[config.mk]
export PLATFORM = sky130hd
export DESIGN_NAME = pc_fetch_ctl
export DESIGN_NICKNAME = d
export VERILOG_FILES = /design/src/rtl/a3_cpu_pkg.sv /design/src/rtl/pc_fetch_ctl.sv
export SDC_FILE = /design/constraint.sdc
export NUM_CORES = 1
export LEC_CHECK = 0
export CORE_MARGIN = 4
export CORE_UTILIZATION = 38
export CTS_BUF_LIST = sky130_fd_sc_hd__clkbuf_16
export DETAILED_ROUTE_END_ITERATION = 7
export PLACE_DENSITY = 0.78
export SYNTH_ARGS = -nofsm -noshare
export SYNTH_HDL_FRONTEND = slang
export SYNTH_SLANG_ARGS = --single-unit
[constraint.sdc]
create_clock -name clk -period 2.46 [get_ports clk]
set_clock_uncertainty 0.15 [all_clocks]
set_input_delay 0.615 -clock clk [delete_from_list [all_inputs] [get_ports clk]]
set_output_delay 0.615 -clock clk [all_outputs]
set_load 0.005 [all_outputs]
[src/rtl/a3_cpu_pkg.sv]
// Shared A3 CPU front-end definitions: fetch FSM encoding, the bus control
// opcode for an instruction read, and default fetch geometry.
package a3_cpu_pkg;

  // Fetch sequencer states.
  typedef enum logic [1:0] {
    IDLE  = 2'b00,
    ISSUE = 2'b01,
    WAIT  = 2'b10
  } fetch_state_t;

  // Opcode understood by the bus ctl decoder as "read at address".
  localparam logic [7:0] CTL_OP_READ_ADDR = 8'h02;

  // Default PC increment and reset vector of the A3 front end.
  localparam int unsigned DEFAULT_STEP      = 32'd4;
  localparam int unsigned DEFAULT_RESET_VEC = 32'd0;

endpackage

[src/rtl/pc_fetch_ctl.sv]
// Program counter and fetch-request sequencer for the A3 front end.
// Issues one read request per instruction on a valid/ready control channel,
// tags the returned word with its PC and handles redirects and inhibit.
// A redirect that lands while a request is accepted but unanswered marks the
// outstanding response for discard, so a stale word never reaches decode.
module pc_fetch_ctl
  import a3_cpu_pkg::*;
#(
  parameter int unsigned ADDR_WIDTH  = 32'd17,
  parameter int unsigned CTL_WIDTH   = 32'd64,
  parameter int unsigned OP_WIDTH    = 32'd8,
  parameter int unsigned INSTR_WIDTH = 32'd8,
  parameter int unsigned STEP        = DEFAULT_STEP,
  parameter int unsigned RESET_VEC   = DEFAULT_RESET_VEC,
  parameter logic [OP_WIDTH-1:0] CTL_READ_ADDR = OP_WIDTH'(CTL_OP_READ_ADDR)
) (
  input  logic                   clk,
  input  logic                   reset,
  input  logic                   pc_inhibit,
  input  logic                   redirect_valid,
  input  logic [ADDR_WIDTH-1:0]  redirect_addr,
  input  logic                   ctl_ready,
  input  logic                   bus_rsp_valid,
  input  logic [INSTR_WIDTH-1:0] bus_data_in,
  output logic                   ctl_valid,
  output logic [OP_WIDTH-1:0]    ctl_op_out,
  output logic [CTL_WIDTH-1:0]   ctl_data_out,
  output logic                   instr_valid,
  output logic [INSTR_WIDTH-1:0] instr_out,
  output logic [ADDR_WIDTH-1:0]  instr_pc,
  output logic [ADDR_WIDTH-1:0]  pc_out
);

  // Redirect targets are forced onto a STEP boundary.
  localparam logic [ADDR_WIDTH-1:0] ALIGN_MASK = ~ADDR_WIDTH'(STEP - 32'd1);
  localparam logic [ADDR_WIDTH-1:0] PC_STEP    = ADDR_WIDTH'(STEP);
  localparam logic [ADDR_WIDTH-1:0] RESET_PC   = ADDR_WIDTH'(RESET_VEC);

  fetch_state_t            state_r;
  logic [ADDR_WIDTH-1:0]   pc_r;
  logic                    discard_r;

  logic [ADDR_WIDTH-1:0]   target_s;
  logic [ADDR_WIDTH-1:0]   pc_next_s;
  logic                    deliver_s;

  // Next-PC mux: redirect beats increment, increment only on a kept response.
  always_comb begin
    target_s  = redirect_addr & ALIGN_MASK;
    deliver_s = 1'b0;
    pc_next_s = pc_r;
    if (state_r == WAIT && bus_rsp_valid && !discard_r && !redirect_valid) begin
      deliver_s = 1'b1;
    end else begin
      deliver_s = 1'b0;
    end
    if (redirect_valid) begin
      pc_next_s = target_s;
    end else if (deliver_s) begin
      pc_next_s = pc_r + PC_STEP;
    end else begin
      pc_next_s = pc_r;
    end
  end

  // Fetch FSM with registered request and instruction outputs.
  always_ff @(posedge clk or posedge reset) begin
    if (reset) begin
      state_r      <= IDLE;
      pc_r         <= RESET_PC;
      discard_r    <= 1'b0;
      ctl_valid    <= 1'b0;
      ctl_op_out   <= {OP_WIDTH{1'b0}};
      ctl_data_out <= {CTL_WIDTH{1'b0}};
      instr_valid  <= 1'b0;
      instr_out    <= {INSTR_WIDTH{1'b0}};
      instr_pc     <= {ADDR_WIDTH{1'b0}};
    end else begin
      pc_r        <= pc_next_s;
      instr_valid <= 1'b0;
      case (state_r)
        IDLE: begin
          // A redirect here only moves the PC; the issue decision still follows inhibit.
          if (!pc_inhibit) begin
            state_r      <= ISSUE;
            ctl_valid    <= 1'b1;
            ctl_op_out   <= CTL_READ_ADDR;
            ctl_data_out <= CTL_WIDTH'(pc_next_s);
          end else begin
            state_r      <= IDLE;
            ctl_valid    <= 1'b0;
            ctl_op_out   <= {OP_WIDTH{1'b0}};
            ctl_data_out <= {CTL_WIDTH{1'b0}};
          end
        end
        ISSUE: begin
          if (ctl_ready) begin
            // Accepted: a same-cycle redirect makes the coming response stale.
            state_r      <= WAIT;
            discard_r    <= redirect_valid;
            ctl_valid    <= 1'b0;
            ctl_op_out   <= {OP_WIDTH{1'b0}};
            ctl_data_out <= {CTL_WIDTH{1'b0}};
          end else if (redirect_valid) begin
            // Not yet accepted: withdraw and let IDLE reissue at the new PC.
            state_r      <= IDLE;
            ctl_valid    <= 1'b0;
            ctl_op_out   <= {OP_WIDTH{1'b0}};
            ctl_data_out <= {CTL_WIDTH{1'b0}};
          end else begin
            // Inhibit never withdraws a presented request; hold it stable.
            state_r <= ISSUE;
          end
        end
        WAIT: begin
          if (bus_rsp_valid) begin
            if (deliver_s) begin
              instr_valid <= 1'b1;
              instr_out   <= bus_data_in;
              instr_pc    <= pc_r;
            end else begin
              instr_valid <= 1'b0;
            end
            discard_r <= 1'b0;
            if (!pc_inhibit) begin
              state_r      <= ISSUE;
              ctl_valid    <= 1'b1;
              ctl_op_out   <= CTL_READ_ADDR;
              ctl_data_out <= CTL_WIDTH'(pc_next_s);
            end else begin
              state_r      <= IDLE;
              ctl_valid    <= 1'b0;
              ctl_op_out   <= {OP_WIDTH{1'b0}};
              ctl_data_out <= {CTL_WIDTH{1'b0}};
            end
          end else if (redirect_valid) begin
            state_r   <= WAIT;
            discard_r <= 1'b1;
          end else begin
            state_r <= WAIT;
          end
        end
        default: begin
          state_r      <= IDLE;
          discard_r    <= 1'b0;
          ctl_valid    <= 1'b0;
          ctl_op_out   <= {OP_WIDTH{1'b0}};
          ctl_data_out <= {CTL_WIDTH{1'b0}};
        end
      endcase
    end
  end

  assign pc_out = pc_r;

endmodule

==> flow_results.xml, run 1 <==
<?xml version="1.0" encoding="UTF-8"?>
<metrics>
  <group name="outcome">
    <metric name="result_of_the_run" unit="">finished, final reports clean</metric>
  </group>
  <group name="critical_path">
    <metric name="cp_slowest_cell" unit="">sky130_fd_sc_hd__clkdlybuf4s50_1</metric>
    <metric name="cp-start-kind" unit="">input pin</metric>
    <metric name="arrival" unit="ns">2.37</metric>
    <metric name="critPathRequiredTime" unit="ns">2.52</metric>
    <metric name="cpPeakStageDelay" unit="ns">0.62</metric>
    <metric name="critical_path_endpoint_category" unit="">register</metric>
    <metric name="worstPathCellList" unit="">clkdlybuf4s50_1 &gt; nand3b_2 &gt; nor4_1 &gt; xor2_1 &gt; mux2_1 &gt; a22o_1</metric>
    <metric name="cp_max_fo" unit="">5</metric>
    <metric name="critical_path_class" unit="">input pin to register</metric>
  </group>
  <group name="route">
    <metric name="initialDrtViolationCount" unit="">93</metric>
    <metric name="detail_route.wl_per_cell" unit="µm">14.6</metric>
    <metric name="avgViaCountPerCell" unit="">4.59</metric>
    <metric name="wl" unit="mm">7.34</metric>
    <metric name="first_drt_pass_iteration_count" unit="">4</metric>
    <metric name="route.vias.total" unit="">2306</metric>
    <metric name="detail-route-antenna-nets" unit="">0</metric>
    <metric name="drc" unit="">0</metric>
  </group>
  <group name="logic_synthesis">
    <metric name="synth-edff-count" unit="">0</metric>
    <metric name="syn-mean-instance-area" unit="µm²">11.4</metric>
    <metric name="yosysWarningCount" unit="">0</metric>
    <metric name="seq_area_frac_synth" unit="%">48.7</metric>
    <metric name="yosys.cell_count.top_type" unit="">sky130_fd_sc_hd__dfrtp_1</metric>
    <metric name="number_of_cells_produced_by_synthesis" unit="">288</metric>
    <metric name="synth.lib_cells_used.distinct" unit="">48</metric>
    <metric name="postSynthRegisterBits" unit="">64</metric>
    <metric name="synth_area_leaders" unit="">sky130_fd_sc_hd__dfrtp_1 49%, sky130_fd_sc_hd__buf_4 13%, sky130_fd_sc_hd__mux2_2 8.6%, sky130_fd_sc_hd__a22o_1 2.7%, sky130_fd_sc_hd__nand2_1 2.5%</metric>
    <metric name="synth_area_leader_cell" unit="">sky130_fd_sc_hd__dfrtp_1</metric>
    <metric name="synth_largest_type_area_fraction" unit="%">48.7</metric>
    <metric name="ys_top_cells_by_count" unit="">64 x sky130_fd_sc_hd__dfrtp_1, 55 x sky130_fd_sc_hd__buf_4, 25 x sky130_fd_sc_hd__mux2_2</metric>
    <metric name="post_synth_instance_area" unit="µm²">3290</metric>
    <metric name="synth-main-ff-cell" unit="">sky130_fd_sc_hd__dfrtp_1</metric>
    <metric name="synth_async_sr_flop_share" unit="%">100</metric>
  </group>
  <group name="timing">
    <metric name="max_clock_freq" unit="MHz">433</metric>
    <metric name="fin_setup_tns" unit="ns">0</metric>
    <metric name="finalMaxSlewViolations" unit="">0</metric>
    <metric name="setup_viol" unit="">0</metric>
    <metric name="timing.final.crit_share" unit="%">93.9</metric>
    <metric name="grt_setup_unrepaired" unit="">no</metric>
    <metric name="layout_min_cycle_time" unit="ns">2.31</metric>
    <metric name="finalHoldViolations" unit="">0</metric>
    <metric name="worst_slack" unit="ns">0.149</metric>
  </group>
  <group name="die">
    <metric name="floorplan.die.height" unit="µm">101</metric>
    <metric name="fp.dieArea" unit="µm²">10200</metric>
    <metric name="initial_core_utilization" unit="%">39.7</metric>
    <metric name="die-width" unit="µm">101</metric>
    <metric name="coreArea" unit="µm²">8300</metric>
    <metric name="top_level_pins" unit="">147</metric>
    <metric name="num_rows" unit="">33</metric>
  </group>
  <group name="global_route">
    <metric name="globalRouteOverflowTotal" unit="">0</metric>
    <metric name="first_global_vias" unit="">2327</metric>
    <metric name="grt_first_pass_wirelength" unit="mm">11.8</metric>
    <metric name="grt_use_total" unit="%">15.0</metric>
    <metric name="grt_start_max_net_pins" unit="">65</metric>
    <metric name="antenna_found_initial" unit="">0</metric>
  </group>
  <group name="job">
    <metric name="cap_viol_max_count" unit="">0</metric>
  </group>
  <group name="placed_design">
    <metric name="post-place-cells" unit="">486</metric>
    <metric name="portBuffers" unit="">90</metric>
    <metric name="preCtsSetupSlack" unit="ns">-0.187</metric>
    <metric name="placed_area" unit="µm²">4190</metric>
    <metric name="half_perimeter_wire_length_after_detailed_placement" unit="mm">5.52</metric>
    <metric name="gpl.final_weighted_congestion" unit="">0.801</metric>
  </group>
  <group name="final_layout">
    <metric name="final_cell_count_no_fill" unit="">502</metric>
    <metric name="antennaDiodeCount" unit="">0</metric>
    <metric name="utilization" unit="%">54.0</metric>
    <metric name="area_delta_synth_final" unit="%">36.1</metric>
    <metric name="postLayoutCellArea" unit="µm²">4480</metric>
    <metric name="layout.filler_cells" unit="">735</metric>
    <metric name="final_layout_size_suffix_gt1_share" unit="%">16.6</metric>
    <metric name="num-nets-final" unit="">428</metric>
  </group>
  <group name="power_and_ir_drop">
    <metric name="max-vdd-ir-drop" unit="mV">0.415</metric>
    <metric name="power-per-cell-area" unit="nW/µm²">954</metric>
    <metric name="power.leakage" unit="nW">2.05</metric>
  </group>
  <group name="clock_tree">
    <metric name="cts-htree-levels" unit="">3</metric>
    <metric name="cts_post_setup_buffers_inserted" unit="">0</metric>
    <metric name="clockBufferDepth" unit="">2</metric>
    <metric name="cts.reportedPaths.clkPinSlew" unit="ns">0.05</metric>
    <metric name="tritoncts" unit="">built</metric>
    <metric name="count_of_instances_resized_after_the_clock_tree_is_built" unit="">0</metric>
    <metric name="tritoncts_buffers" unit="">9</metric>
    <metric name="cts-root-buf" unit="">sky130_fd_sc_hd__clkbuf_16</metric>
    <metric name="clkLatencyLatePin" unit="ns">0.33</metric>
    <metric name="tritoncts_num_sinks" unit="">64</metric>
    <metric name="postCtsHoldBufs" unit="">0</metric>
  </group>
  <group name="worst_hold_path">
    <metric name="hold_path_class" unit="">register to register</metric>
  </group>
</metrics>
-- cell usage in the layout, fill, tap and decap left out, drive strengths merged, types with 2 or more instances in the layout --
| cell | n |
|---|---|
| clkdlybuf4s50 | 90 |
| nor3 | 2 |
| clkbuf | 9 |
| nor2b | 3 |
| nand3 | 2 |
| nor2 | 10 |
| clkinv | 4 |
| o31ai | 2 |
| nand4 | 5 |
| inv | 11 |
| dfrtp | 64 |
| mux2i | 5 |
| xnor2 | 6 |
| ha | 5 |
| a32oi | 2 |
| a21oi | 3 |
| o41ai | 4 |
| o21ai | 9 |
| buf | 16 |
| a22o | 10 |
| nand2 | 22 |
| nor4 | 5 |
| xor2 | 7 |
| conb | 54 |
| mux2 | 26 |
| nand2b | 3 |
| a211oi | 2 |
-- state kept, by name (all words and copies together) (netlist names) --
name          flops
discard_r         1
ctl_data_out     17
instr_out         8
instr_valid       1
ctl_valid         1
pc_out           17
state_r           2
instr_pc         17
-- layer usage --
| metal | track usage (%) | wire length [µm] | vias up |
|---|---|---|---|
| met5 | 0 | 0 | - |
| met4 | 5.01 | 47 | 0 |
| met3 | 4.91 | 588 | 5 |
| met2 | 23.5 | 3630 | 91 |
| met1 | 19.5 | 3070 | 1122 |
| li1 | - | - | 1088 |
-- layout make-up --
type                    instances  area (µm²)  share of cell area (%)
well taps                     105         131                    2.93
repair buffers                106        1030                    23.1
multi-input cells             201        1390                    30.9
clock inverters                 7        63.8                    1.42
clock buffers                   9         225                    5.03
flip-flops and latches         64        1600                    35.8
inverters                      10        37.5                   0.838
-- stage by stage --
step	total power [mW]	hold slack (ns)
5_1_grt	4.54	0.363
4_1_cts	4.34	0.341
6_report	4.27	0.336
3_5_place_dp	3.10	0.319
3_3_place_gp	3.05	0.310
2_1_floorplan	2.28	0.317
-- path summary, 6_finish.rpt --
kind / startpoint / end / slack, ns / depth (start not counted)
max in group asynchronous: reset / instr_pc[9] / 1.36 / 3
min: instr_pc[1] / instr_pc[1] / 0.34 / 2
max: bus_rsp_valid / ctl_data_out[10] / 0.15 / 6
max reg2reg: state_r[0] / ctl_data_out[10] / 0.25 / 7
min reg2reg: instr_pc[1] / instr_pc[1] / 0.34 / 2
min in group asynchronous: reset / instr_pc[4] / 0.53 / 3
-- worst max-delay path, delay by kind of cell --
family / cells / cell delay (ns)
multiplexers: 1 / 0.32
buffers and inverters: 1 / 0.62
AO/OA/AOI/OAI: 1 / 0.20
XOR/XNOR: 1 / 0.11
AND/OR/NAND/NOR: 2 / 0.50
-- cells by family after synthesis --
family,synth area share (%)
simple gates,11.3
xor+xnor,3.46
flops,48.7
other cells,0.114
mux,10.4
buf+inv,15.3
fa+ha+maj,1.90
compound gates,8.82
-- where the power goes --
group          total [mW]  internal [mW]  switching [mW]
Sequential           1.57           1.37           0.199
Combinational        1.49          0.937           0.555
Clock                1.21          0.773           0.435
Total                4.27           3.08            1.19
No activity file was read; power rests on OpenSTA's default activity.
==> inputs of run 2 (changes only) <==
--- a/config.mk
+++ b/config.mk
@@ -9,6 +9,7 @@
 export CORE_UTILIZATION = 38
 export CTS_BUF_LIST = sky130_fd_sc_hd__clkbuf_16
 export DETAILED_ROUTE_END_ITERATION = 7
+export MAX_ROUTING_LAYER = met4
 export PLACE_DENSITY = 0.78
 export SYNTH_ARGS = -nofsm -noshare
 export SYNTH_HDL_FRONTEND = slang
==> run 2 against run 1 <==
Final cell count did not move. Core utilization did not move. Maximum frequency fell by 0.13%. Critical path depth did not move. Register-to-register slack barely moved. Critical path type unchanged. Highest routed layer unchanged.
==> flow_results.xml, run 2 (same netlist as run 1, synthesis figures left out) <==
<?xml version="1.0" encoding="UTF-8"?>
<metrics>
  <group name="route">
    <metric name="first_drt_pass_iteration_count" unit="">5</metric>
    <metric name="wl" unit="mm">7.37</metric>
    <metric name="initialDrtViolationCount" unit="">76</metric>
    <metric name="route.vias.total" unit="">2311</metric>
    <metric name="avgViaCountPerCell" unit="">4.60</metric>
    <metric name="detail-route-antenna-nets" unit="">0</metric>
    <metric name="drc" unit="">0</metric>
    <metric name="detail_route.wl_per_cell" unit="µm">14.7</metric>
  </group>
  <group name="critical_path">
    <metric name="cp_max_fo" unit="">5</metric>
    <metric name="arrival" unit="ns">2.37</metric>
    <metric name="timing.reg2reg.setup_slack" unit="ns">0.25</metric>
    <metric name="critical_path_class" unit="">input pin to register</metric>
    <metric name="critPathRequiredTime" unit="ns">2.52</metric>
    <metric name="cp-start-kind" unit="">input pin</metric>
    <metric name="critical_path_endpoint_category" unit="">register</metric>
  </group>
  <group name="clock_tree">
    <metric name="tritoncts_buffers" unit="">9</metric>
    <metric name="count_of_instances_resized_after_the_clock_tree_is_built" unit="">0</metric>
    <metric name="cts.reportedPaths.clkPinSlew" unit="ns">0.05</metric>
    <metric name="cts-root-buf" unit="">sky130_fd_sc_hd__clkbuf_16</metric>
    <metric name="postCtsHoldBufs" unit="">0</metric>
    <metric name="cts-htree-levels" unit="">3</metric>
    <metric name="tritoncts" unit="">built</metric>
    <metric name="clockBufferDepth" unit="">2</metric>
    <metric name="cts_post_setup_buffers_inserted" unit="">0</metric>
    <metric name="tritoncts_num_sinks" unit="">64</metric>
    <metric name="clkLatencyLatePin" unit="ns">0.32</metric>
  </group>
  <group name="timing">
    <metric name="finalMaxSlewViolations" unit="">0</metric>
    <metric name="finalHoldViolations" unit="">0</metric>
    <metric name="fin_setup_tns" unit="ns">0</metric>
    <metric name="layout_min_cycle_time" unit="ns">2.31</metric>
    <metric name="max_clock_freq" unit="MHz">432</metric>
    <metric name="timing.final.crit_share" unit="%">94.1</metric>
    <metric name="setup_viol" unit="">0</metric>
    <metric name="grt_setup_unrepaired" unit="">no</metric>
  </group>
  <group name="global_route">
    <metric name="antenna_found_initial" unit="">0</metric>
    <metric name="grt_use_total" unit="%">15.5</metric>
    <metric name="globalRouteOverflowTotal" unit="">0</metric>
    <metric name="grt_first_pass_wirelength" unit="mm">11.8</metric>
    <metric name="grt_start_max_net_pins" unit="">65</metric>
    <metric name="grt_util_met2" unit="%">23.5</metric>
    <metric name="groute.layer.met1.usage" unit="%">20.2</metric>
    <metric name="first_global_vias" unit="">2322</metric>
    <metric name="gr-usage-met3" unit="%">4.08</metric>
    <metric name="grt_busiest_layer" unit="">met2</metric>
  </group>
  <group name="worst_hold_path">
    <metric name="hold_path_class" unit="">register to register</metric>
  </group>
  <group name="final_layout">
    <metric name="most-common-layout-cells" unit="">90 x sky130_fd_sc_hd__clkdlybuf4s50_1, 64 x sky130_fd_sc_hd__dfrtp_1, 54 x sky130_fd_sc_hd__conb_1</metric>
    <metric name="area_delta_synth_final" unit="%">36.1</metric>
    <metric name="layout.filler_cells" unit="">735</metric>
    <metric name="utilization" unit="%">54.0</metric>
    <metric name="num-nets-final" unit="">428</metric>
    <metric name="final_layout_size_suffix_gt1_share" unit="%">16.6</metric>
    <metric name="final_common_cell" unit="">sky130_fd_sc_hd__clkdlybuf4s50_1</metric>
    <metric name="antennaDiodeCount" unit="">0</metric>
  </group>
  <group name="power_and_ir_drop">
    <metric name="sequentialPowerShare" unit="%">36.7</metric>
    <metric name="power.leakage" unit="nW">2.05</metric>
    <metric name="max-vdd-ir-drop" unit="mV">0.411</metric>
    <metric name="share_clk_of_total_power" unit="%">28.2</metric>
    <metric name="power_report.internal_total" unit="mW">3.08</metric>
    <metric name="power.share.switching" unit="%">27.8</metric>
    <metric name="power-per-cell-area" unit="nW/µm²">954</metric>
    <metric name="share_comb_of_total_power" unit="%">35.0</metric>
    <metric name="switching_power" unit="mW">1.19</metric>
  </group>
  <group name="job">
    <metric name="cap_viol_max_count" unit="">0</metric>
  </group>
  <group name="placed_design">
    <metric name="portBuffers" unit="">90</metric>
    <metric name="gpl.final_weighted_congestion" unit="">0.812</metric>
    <metric name="half_perimeter_wire_length_after_detailed_placement" unit="mm">5.52</metric>
  </group>
  <group name="die">
    <metric name="coreArea" unit="µm²">8300</metric>
    <metric name="die-width" unit="µm">101</metric>
    <metric name="fp.dieArea" unit="µm²">10200</metric>
    <metric name="initial_core_utilization" unit="%">39.7</metric>
    <metric name="floorplan.die.height" unit="µm">101</metric>
    <metric name="top_level_pins" unit="">147</metric>
    <metric name="num_rows" unit="">33</metric>
  </group>
  <group name="outcome">
    <metric name="result_of_the_run" unit="">finished, final reports clean</metric>
  </group>
</metrics>
-- run 2: power groups by stage --
stage / Combinational [mW] / Sequential [mW] / Clock, mW
finish: 1.50 / 1.57 / 1.21
CTS: 1.52 / 1.57 / 1.24
global route: 1.63 / 1.62 / 1.29
global placement: 1.48 / 1.57 / 0
floorplan: 0.690 / 1.59 / 0
detailed placement: 1.51 / 1.59 / 0
-- run 2: worst max-delay path: stages --
cell,delay (ns)
sky130_fd_sc_hd__clkdlybuf4s50_1,0.62
sky130_fd_sc_hd__nand3b_2,0.14
sky130_fd_sc_hd__nor4_1,0.36
sky130_fd_sc_hd__xor2_1,0.11
sky130_fd_sc_hd__mux2_1,0.32
sky130_fd_sc_hd__a22o_1,0.20
-- run 2: path summary, 6_finish.rpt --
kind | startpoint | to | cells after the start
min reg2reg | instr_pc[1] | instr_pc[1] | 2
max reg2reg | state_r[0] | ctl_data_out[10] | 7
min | instr_pc[1] | instr_pc[1] | 2
max in group asynchronous | reset | instr_pc[16] | 3
max | bus_rsp_valid | ctl_data_out[10] | 6
min in group asynchronous | reset | instr_pc[4] | 3
-- run 2: cell type report --
class | instances | area (µm²) | area share (%)
multi-input combinational | 201 | 1390 | 30.9
clock inverter | 7 | 63.8 | 1.42
tap | 105 | 131 | 2.93
clock buffer | 9 | 225 | 5.03
inverter | 10 | 37.5 | 0.838
sequential | 64 | 1600 | 35.8
timing repair buffer | 106 | 1030 | 23.1
-- run 2: layer usage --
metal	vias up	wire length, µm
met4	0	44
met5	-	0
met1	1120	3190
met3	5	497
li1	1089	-
met2	97	3640
-- run 2: metrics by stage --
step,cells,setup WS (ns),hold WS [ns],total power [mW],instance area (µm²)
3_5_place_dp,486,-0.187,0.319,3.10,4190
3_3_place_gp,486,-0.180,0.310,3.05,4190
5_1_grt,502,0.00770,0.363,4.54,4480
6_report,502,0.146,0.336,4.27,4480
2_1_floorplan,341,0.0969,0.317,2.28,3490
4_1_cts,502,0.149,0.341,4.34,4480
